<file path="config.mk">
export PLATFORM = sky130hd
export DESIGN_NAME = selfadd_heap_ctrl
export DESIGN_NICKNAME = d
export VERILOG_FILES = /design/src/rtl/selfadd_pkg.sv /design/src/rtl/selfadd_rr_idx.sv /design/src/rtl/selfadd_heap_ctrl.sv
export SDC_FILE = /design/constraint.sdc
export NUM_CORES = 1
export LEC_CHECK = 0
export BUFFER_PORTS_ARGS = -buffer_cell sky130_fd_sc_hd__clkbuf_2
export CORE_AREA = 2 2 467 469
export DETAILED_ROUTE_END_ITERATION = 10
export DIE_AREA = 0 0 469 471
export GPL_TIMING_DRIVEN = 1
export PLACE_DENSITY = 0.36
export SLEW_MARGIN = 25
export SYNTH_ARGS = -nofsm -noshare
export SYNTH_HDL_FRONTEND = slang
export SYNTH_SLANG_ARGS = --single-unit
</file>
<file path="constraint.sdc">
create_clock -name clk -period 4.7 [get_ports clk]
set_input_delay 0.47 -clock clk [delete_from_list [all_inputs] [get_ports clk]]
set_output_delay 0.47 -clock clk [all_outputs]
set_load 0.005 [all_outputs]
</file>
<file path="src/rtl/selfadd_pkg.sv">
// Shared definitions for the self-add heap sequencing controller.
package selfadd_pkg;

  localparam int ADDER_LAT = 3;
  localparam int WORD_W    = 32;
  localparam int HALF_W    = 16;

  typedef enum logic [1:0] {
    ST_IDLE  = 2'd0,
    ST_ACCUM = 2'd1,
    ST_FLUSH = 2'd2,
    ST_DRAIN = 2'd3
  } state_e;

endpackage

</file>
<file path="src/rtl/selfadd_rr_idx.sv">
// Wrapping unit-index / pass counter. Used for round-robin word routing
// during accumulation and for result selection during drain.
module selfadd_rr_idx #(
  parameter int NUM_UNITS = 32,
  parameter int PASSES    = 8,
  parameter int IDX_W     = $clog2(NUM_UNITS),
  parameter int PASS_W    = (PASSES > 1) ? $clog2(PASSES) : 1
) (
  input  logic              clk,
  input  logic              rst,
  input  logic              clr,
  input  logic              inc,
  output logic [IDX_W-1:0]  idx,
  output logic [PASS_W-1:0] pass_cnt,
  output logic              last_unit,
  output logic              last_pass,
  output logic              wrap
);

  assign last_unit = (idx == IDX_W'(NUM_UNITS - 1));
  assign last_pass = (pass_cnt == PASS_W'(PASSES - 1));
  assign wrap      = inc & last_unit;

  // Advance the unit index; every index wrap bumps the pass count.
  always_ff @(posedge clk) begin
    if (rst || clr) begin
      idx      <= '0;
      pass_cnt <= '0;
    end else if (inc) begin
      if (last_unit) begin
        idx      <= '0;
        pass_cnt <= last_pass ? '0 : pass_cnt + PASS_W'(1);
      end else begin
        idx <= idx + IDX_W'(1);
      end
    end
  end

endmodule

</file>
<file path="src/rtl/selfadd_heap_ctrl.sv">
// Sequencing controller for the self-add register heap.
// Routes input words round-robin into the heap units for PASSES passes
// (clearing each unit on the first pass), waits out the adder pipeline,
// then drains every unit result over a valid/ready port.
// Optional build macro SELFADD_HEAP_CTRL_ABORT_EN adds an abort input and
// a sticky err output.
//
// state | meaning
// IDLE  | waiting for start
// ACCUM | accepting words, one per unit per pass
// FLUSH | letting the last adder results settle
// DRAIN | presenting unit results to the output port
module selfadd_heap_ctrl
  import selfadd_pkg::*;
#(
  parameter int NUM_UNITS = 32,
  parameter int PASSES    = 8,
  parameter int ADDER_LAT = selfadd_pkg::ADDER_LAT,
  parameter int IDX_W     = $clog2(NUM_UNITS)
) (
  input  logic                        clk,
  input  logic                        rst,
  input  logic                        start,
  input  logic                        in_valid,
  output logic                        in_ready,
  input  logic [WORD_W-1:0]           in_data,
  output logic [NUM_UNITS-1:0]        heap_data_v,
  output logic [NUM_UNITS-1:0]        heap_usr_rst,
  output logic [WORD_W-1:0]           heap_data,
  input  logic [NUM_UNITS*WORD_W-1:0] heap_rd_data,
  output logic                        out_valid,
  input  logic                        out_ready,
  output logic [WORD_W-1:0]           out_data,
  output logic                        out_last,
`ifdef SELFADD_HEAP_CTRL_ABORT_EN
  input  logic                        abort,
  output logic                        err,
`endif
  output logic                        busy,
  output logic                        done
);

  localparam int PASS_W  = (PASSES > 1) ? $clog2(PASSES) : 1;
  localparam int FLUSH_W = $clog2(ADDER_LAT + 2) + 1;

  state_e               state, state_nx;
  logic [FLUSH_W-1:0]   flush_cnt;
  logic [IDX_W-1:0]     idx;
  logic [PASS_W-1:0]    pass_cnt;
  logic                 last_unit, last_pass, wrap;
  logic                 accept, hs, start_go, abort_go, flush_done;
  logic                 rr_clr, rr_inc;
  logic [NUM_UNITS-1:0] unit_sel;
  logic [WORD_W-1:0]    rd_word;

  assign in_ready   = (state == ST_ACCUM);
  assign out_valid  = (state == ST_DRAIN);
  assign busy       = (state != ST_IDLE);
  assign accept     = in_valid & in_ready;
  assign hs         = out_valid & out_ready;
  assign start_go   = (state == ST_IDLE) & start;
  assign flush_done = (state == ST_FLUSH) && (flush_cnt == FLUSH_W'(ADDER_LAT + 1));

`ifdef SELFADD_HEAP_CTRL_ABORT_EN
  assign abort_go = abort & ((state == ST_ACCUM) | (state == ST_FLUSH));
`else
  assign abort_go = 1'b0;
`endif

  assign rr_clr   = start_go | flush_done | abort_go;
  assign rr_inc   = accept | hs;
  assign unit_sel = NUM_UNITS'(1) << idx;

  selfadd_rr_idx #(
    .NUM_UNITS (NUM_UNITS),
    .PASSES    (PASSES),
    .IDX_W     (IDX_W),
    .PASS_W    (PASS_W)
  ) u_rr_idx (
    .clk       (clk),
    .rst       (rst),
    .clr       (rr_clr),
    .inc       (rr_inc),
    .idx       (idx),
    .pass_cnt  (pass_cnt),
    .last_unit (last_unit),
    .last_pass (last_pass),
    .wrap      (wrap)
  );

  // Next-state selection; abort overrides every other transition.
  always_comb begin
    state_nx = state;
    case (state)
      ST_IDLE:  if (start) state_nx = ST_ACCUM;
      ST_ACCUM: if (accept && wrap && last_pass) state_nx = ST_FLUSH;
      ST_FLUSH: if (flush_done) state_nx = ST_DRAIN;
      ST_DRAIN: if (hs && last_unit) state_nx = ST_IDLE;
      default:  state_nx = ST_IDLE;
    endcase
    if (abort_go) state_nx = ST_IDLE;
  end

  // State register.
  always_ff @(posedge clk) begin
    if (rst) state <= ST_IDLE;
    else     state <= state_nx;
  end

  // Flush timer: runs only while in FLUSH, so it starts at zero on entry.
  always_ff @(posedge clk) begin
    if (rst || (state != ST_FLUSH)) flush_cnt <= '0;
    else                            flush_cnt <= flush_cnt + FLUSH_W'(1);
  end

  // Registered heap write strobes; the broadcast word holds between accepts.
  always_ff @(posedge clk) begin
    if (rst) begin
      heap_data_v  <= '0;
      heap_usr_rst <= '0;
      heap_data    <= '0;
    end else begin
      heap_data_v  <= (accept && !abort_go) ? unit_sel : '0;
      heap_usr_rst <= (accept && !abort_go && pass_cnt == '0) ? unit_sel : '0;
      if (accept && !abort_go) heap_data <= in_data;
    end
  end

  // Select the current unit's result from the flattened heap read bus.
  always_comb begin
    rd_word = '0;
    for (int i = 0; i < NUM_UNITS; i++) begin
      if (idx == IDX_W'(i)) rd_word = heap_rd_data[i*WORD_W +: WORD_W];
    end
  end

  assign out_data = out_valid ? rd_word : '0;
  assign out_last = out_valid & last_unit;

  // Completion pulse one cycle after the final drain handshake.
  always_ff @(posedge clk) begin
    if (rst) done <= 1'b0;
    else     done <= hs & last_unit;
  end

`ifdef SELFADD_HEAP_CTRL_ABORT_EN
  // Sticky abort flag, cleared when the next job is started.
  always_ff @(posedge clk) begin
    if (rst)           err <= 1'b0;
    else if (abort_go) err <= 1'b1;
    else if (start_go) err <= 1'b0;
  end
`endif

endmodule

</file>
==> flow_summary.rst <==
.. list-table::
   :header-rows: 1

   * - Metric
     - Value
   * - Power per Cell Area
     - 174.6 mW/mm^2
   * - Number of buffers inserted for hold repair after clock tree synthesis
     - 0
   * - Highest attainable clock frequency
     - between 0.2 and 0.25 GHz
   * - Endpoint arrival time on the critical path
     - approximately 4.2 ns
   * - Sinks on the clock net
     - 111
   * - Crit path setup slack, layout
     - 0.02493 ns
   * - Number of top-level pins
     - roughly 1200
   * - Leftover overflow at the end of global routing
     - 0
   * - Total of endpoints with negative setup slack in the final report
     - 0
   * - Clock latency of the later-clocked register in the worst-skew pair
     - roughly 0.43 ns
   * - Required time at the endpoint of the critical path
     - between 4 and 5 ns
   * - Nets in the synthesized netlist
     - approximately 3300
   * - Maximum clock path buffer count
     - 2
   * - H-tree level count
     - 3
   * - Launching element of the worst setup path
     - u_rr_idx.idx[0]
   * - Sequential element share of the synthesized area
     - between 10% and 20%
   * - CP Max Fanout
     - 10
   * - Post-detailed-routing wire length
     - roughly 280 mm
   * - Number of buffers inserted by port buffering
     - 1193
   * - Final critical-path required period
     - 4.675 ns
   * - Drt wl/cell
     - approximately 43 microns
   * - Number of CTS-inserted buffers
     - 9
   * - Relative area change from synthesis to final layout
     - 80.49%
   * - Number of antenna violations at the first check in global routing
     - 253
   * - Multiplexer share of the synthesized area
     - less than 1%
   * - Number of cells traversed by the worst register-to-register path
     - 8
   * - Part of the power in combinational logic
     - between 50% and 60%
   * - Initial Utilization
     - 6.919%
   * - Switching component of the power
     - between 0.002 and 0.0025 W
   * - Lkg Pwr
     - between 10 and 15 nW
   * - Final antenna-violating net count
     - 0
   * - Estimated wirelength of the detail-placed design
     - 245.9 mm
   * - Kind of cell adding the most delay to the critical path
     - compound AO/OA/AOI/OAI gates
   * - Kind of critical path
     - register to output pin
   * - Start point of the worst hold path
     - in_data[15]
   * - Wire length of the first global-routing pass
     - 332.5 mm
   * - Via count of the first global-routing pass
     - roughly 27000
   * - Final slew viol count
     - 0
   * - Synthesized-area fraction occupied by adder cells
     - roughly 1.5%
   * - Die W
     - roughly 470 microns
   * - Post-Syn Instances
     - 2261
   * - Critical path buffers and inverters
     - 5
   * - Category of the worst setup path capture point
     - output pin
   * - Total global routing track utilization
     - about a quarter
   * - Post-Layout Cell Count
     - between 6000 and 7000
   * - First-pass DRT Iterations
     - 6
   * - Post-synth EDFFs
     - 0
   * - Final std cell area, no fill
     - approximately 0.027 sq mm
   * - Y dimension of the die
     - approximately 470 microns
   * - Highest ir drop seen on vdd
     - around 280 uV
   * - Placer congestion estimate
     - roughly 0.97
   * - Reg-to-Reg End
     - heap_usr_rst[19]
   * - Via Count
     - roughly 28000
   * - Total of flip-flops plus latches after synthesis
     - around 110
   * - Fin Clk Skew
     - between 0.02 and 0.03 ns
   * - Cell-internal power
     - 0.002335 W
   * - Synth Warn #
     - 0
   * - Combinational family with the most area after synthesis
     - compound AO/OA/AOI/OAI gates
   * - Classification of the worst-slack hold path
     - input pin to register
   * - Clock tree from TritonCTS
     - done
   * - Hold Path Cell Cnt
     - 3
   * - Fraction of final layout cells with drive strength greater than 1
     - a little under half
   * - Slowest CP cell
     - o211ai_1
   * - Clock edge transition at the registers on the reported setup and hold paths
     - 0.11 ns
   * - Full die area
     - 0.2209 sq mm
   * - Final hold viol count
     - 0
   * - Worst path most repeated cell
     - buf_4
   * - Max_slew headroom
     - between 20% and 30%
   * - Endpoint, Worst Hold
     - heap_data[15]
   * - Start of the worst register-to-register path
     - state[1]
   * - Fraction of the mapped netlist area in simple logic gates
     - about 27%
   * - Worst-margin pin slew
     - around 1.1 ns
   * - Compound-gate portion of the synthesized area
     - ~48%
   * - CP Cell Sequence
     - inv_2, ha_4, or3b_4, nor3_4, buf_12, buf_4, a21oi_1, o211ai_1, a41oi_2, buf_4, o2111ai_2, and3_2, clkbuf_2
   * - Net total in the final layout
     - 4624
   * - Root buf cell
     - clkbuf_16
   * - Cell Rows
     - ~170
   * - Share of flip-flops with an asynchronous set or reset after synthesis
     - 0%
   * - Distinct cell type count of the synthesized netlist
     - 104
   * - Largest incremental delay on the critical path
     - 0.44 ns
   * - Unrepaired setup endpoints after global routing
     - no
   * - Initial detailed-routing violation count
     - slightly below 3000
   * - Fillcell total
     - 25475
   * - Relative contribution of sequential cells to total power
     - between 20% and 30%
   * - Final clock period utilization by the worst path
     - 99.47%
   * - Via-per-instance ratio
     - 4.335
   * - Switching power share of the total
     - around half
   * - Syn Area/Cell
     - about 6.6 sq um
   * - Number of placed instances with taps included
     - between 6000 and 7000
   * - Leading register cell type out of synthesis
     - dfxtp_1
   * - Share of the synthesized netlist area taken by xor and xnor gates
     - less than 1%
   * - Summed instance area of the synthesized netlist
     - approximately 0.015 sq mm
   * - Clock share of power
     - between 10% and 20%
   * - Max-cap violations
     - 0
   * - Total placed instance area
     - approximately 0.026 sq mm
   * - DR DRC count
     - 0
   * - Placement Setup Slack
     - -0.7392 ns
   * - Run status
     - complete, no violations
   * - Worst setup SP type
     - register
   * - Floorplan core area
     - ~0.22 sq mm
   * - Flop2flop setup slack
     - between 1.5 and 2 ns
   * - Pin count of the biggest net entering global routing
     - 51
-- area by class of cell --
| cell class | instances | area, sq um | area share [%] |
|---|---|---|---|
| antenna | 77 | 192.7 | 0.7141 |
| clock buffer | 11 | 242.7 | 0.8995 |
| clock inverter | 5 | 48.80 | 0.1808 |
| inverter | 21 | 82.58 | 0.3060 |
| multi-input combinational | 1900 | 12120 | 44.90 |
| sequential | 111 | 2235 | 8.281 |
| tap | 2854 | 3571 | 13.23 |
| timing repair buffer | 1502 | 8497 | 31.49 |
-- worst register-to-register path, stage by stage (launching register included) --
cell,delay (ns)
dfxtp_1,0.34
inv_1,0.11
ha_1,0.22
nand2_1,0.06
buf_4,0.24
nor2_1,0.56
nand2_1,0.75
nor3b_1,0.54
and3b_1,0.21
-- cells by family after synthesis --
logic type,count (synthesis)
AND/OR/NAND/NOR,812
buffers and inverters,251
multiplexers,3
flip-flops,111
adder cells (fa/ha/maj),18
XOR/XNOR,2
AO/OA/AOI/OAI,1064
-- cells in the final DEF (no fill, tap or decap), types with 58 or more instances in the layout --
cell         n
o22ai_1     89
clkbuf_2  1193
a21oi_1    269
dfxtp_1    107
a221oi_1    79
buf_4      291
nand2_1    286
diode_2     77
nor2_1     215
o21ai_0    198
o221ai_1    58
-- how the worst max path moves through the flow --
| stage | cells past startpoint | to | slack [ns] |
|---|---|---|---|
| after CTS | 14 | out_data[20] | 0.0003 |
| after global routing | 13 | out_data[12] | 0.008 |
| after global placement | 10 | out_data[20] | -0.81 |
| after floorplan | 13 | out_data[30] | 1.05 |
| final | 13 | out_data[24] | 0.02 |
| after detailed placement | 11 | out_data[10] | -0.74 |
-- cell usage after synthesis, types with 8 or more instances --
library cell | count | area share (%)
a22oi_1 | 31 | 1.6
o22ai_1 | 89 | 3.7
o221ai_1 | 66 | 3.9
nor3_1 | 53 | 1.8
a211o_1 | 10 | 0.59
buf_4 | 24 | 1.2
o2bb2ai_1 | 12 | 0.70
and3_1 | 21 | 0.88
o22a_1 | 12 | 0.70
a222oi_1 | 9 | 0.60
nor4_1 | 8 | 0.33
a221o_1 | 20 | 1.3
a21o_1 | 12 | 0.60
o211ai_1 | 22 | 1.1
a221oi_1 | 88 | 5.2
inv_1 | 18 | 0.45
o211a_1 | 10 | 0.67
nor2_1 | 215 | 5.4
o2111ai_1 | 21 | 1.2
a2111oi_0 | 15 | 0.88
nand2_1 | 287 | 7.2
a21oi_1 | 280 | 9.4
nand4b_1 | 8 | 0.47
nand4_1 | 15 | 0.63
o32ai_1 | 8 | 0.47
buf_2 | 79 | 2.6
o21ai_0 | 203 | 6.8
buf_1 | 12 | 0.30
nor2_2 | 11 | 0.46
ha_1 | 18 | 1.5
buf_6 | 12 | 0.90
a211oi_1 | 25 | 1.3
nor2b_1 | 14 | 0.59
a31oi_1 | 24 | 1.0
dfxtp_1 | 111 | 15
or3_1 | 16 | 0.67
nand3_1 | 48 | 1.6
a22o_1 | 15 | 0.88
nand2b_1 | 38 | 1.6
clkbuf_1 | 102 | 2.6
o21ai_1 | 12 | 0.40
-- power groups by stage --
stage	logic (W)	registers [W]	clock network, W
2_1_floorplan	0.000803	0.00104	0
3_3_place_gp	0.00275	0.00104	0
3_5_place_dp	0.00276	0.00105	0
4_1_cts	0.00282	0.00103	0.000980
5_1_grt	0.00290	0.00103	0.000993
6_report	0.00279	0.00102	0.000900
-- per-stage QoR --
stage	hold WS, ns	util, %	power [W]	setup TNS [ns]
after floorplan	0.4300	-	0.001846	0
after global placement	0.4381	12.01	0.003796	-5.326
after detailed placement	0.4467	12.04	0.003803	-3.388
after CTS	0.1897	12.37	0.004830	0
after global routing	0.2353	12.44	0.004927	0
final	0.2455	12.49	0.004711	0
-- timing repair --
item / 4_1_cts / 5_1_grt
endpoints found under the setup margin: 27 / 13
resized for setup: 71 / 15
gates cloned: 1 / 0
setup buffers: 4 / 1
pin swaps: 8 / 5
hold endpoints to repair: 0 / 0
-- routing by layer --
layer / wire [microns] / vias up / global-route usage (%) / part of all wire (%)
met2: 124800 / 2079 / 38.77 / 45
met5: 1067 / - / 0 / 0.39
met4: 11560 / 172 / 7.855 / 4.2
met3: 29110 / 480 / 8.592 / 11
met1: 109500 / 13881 / 28.66 / 40
li1: - / 11486 / - / -
-- state kept, by name, indices dropped and copies added (netlist names) --
signal / cells
u_rr_idx.idx: 5
state: 2
heap_data: 32
flush_cnt: 4
done: 1
heap_usr_rst: 32
heap_data_v: 32
u_rr_idx.pass_cnt: 3
(Power assumes the default switching activity.)
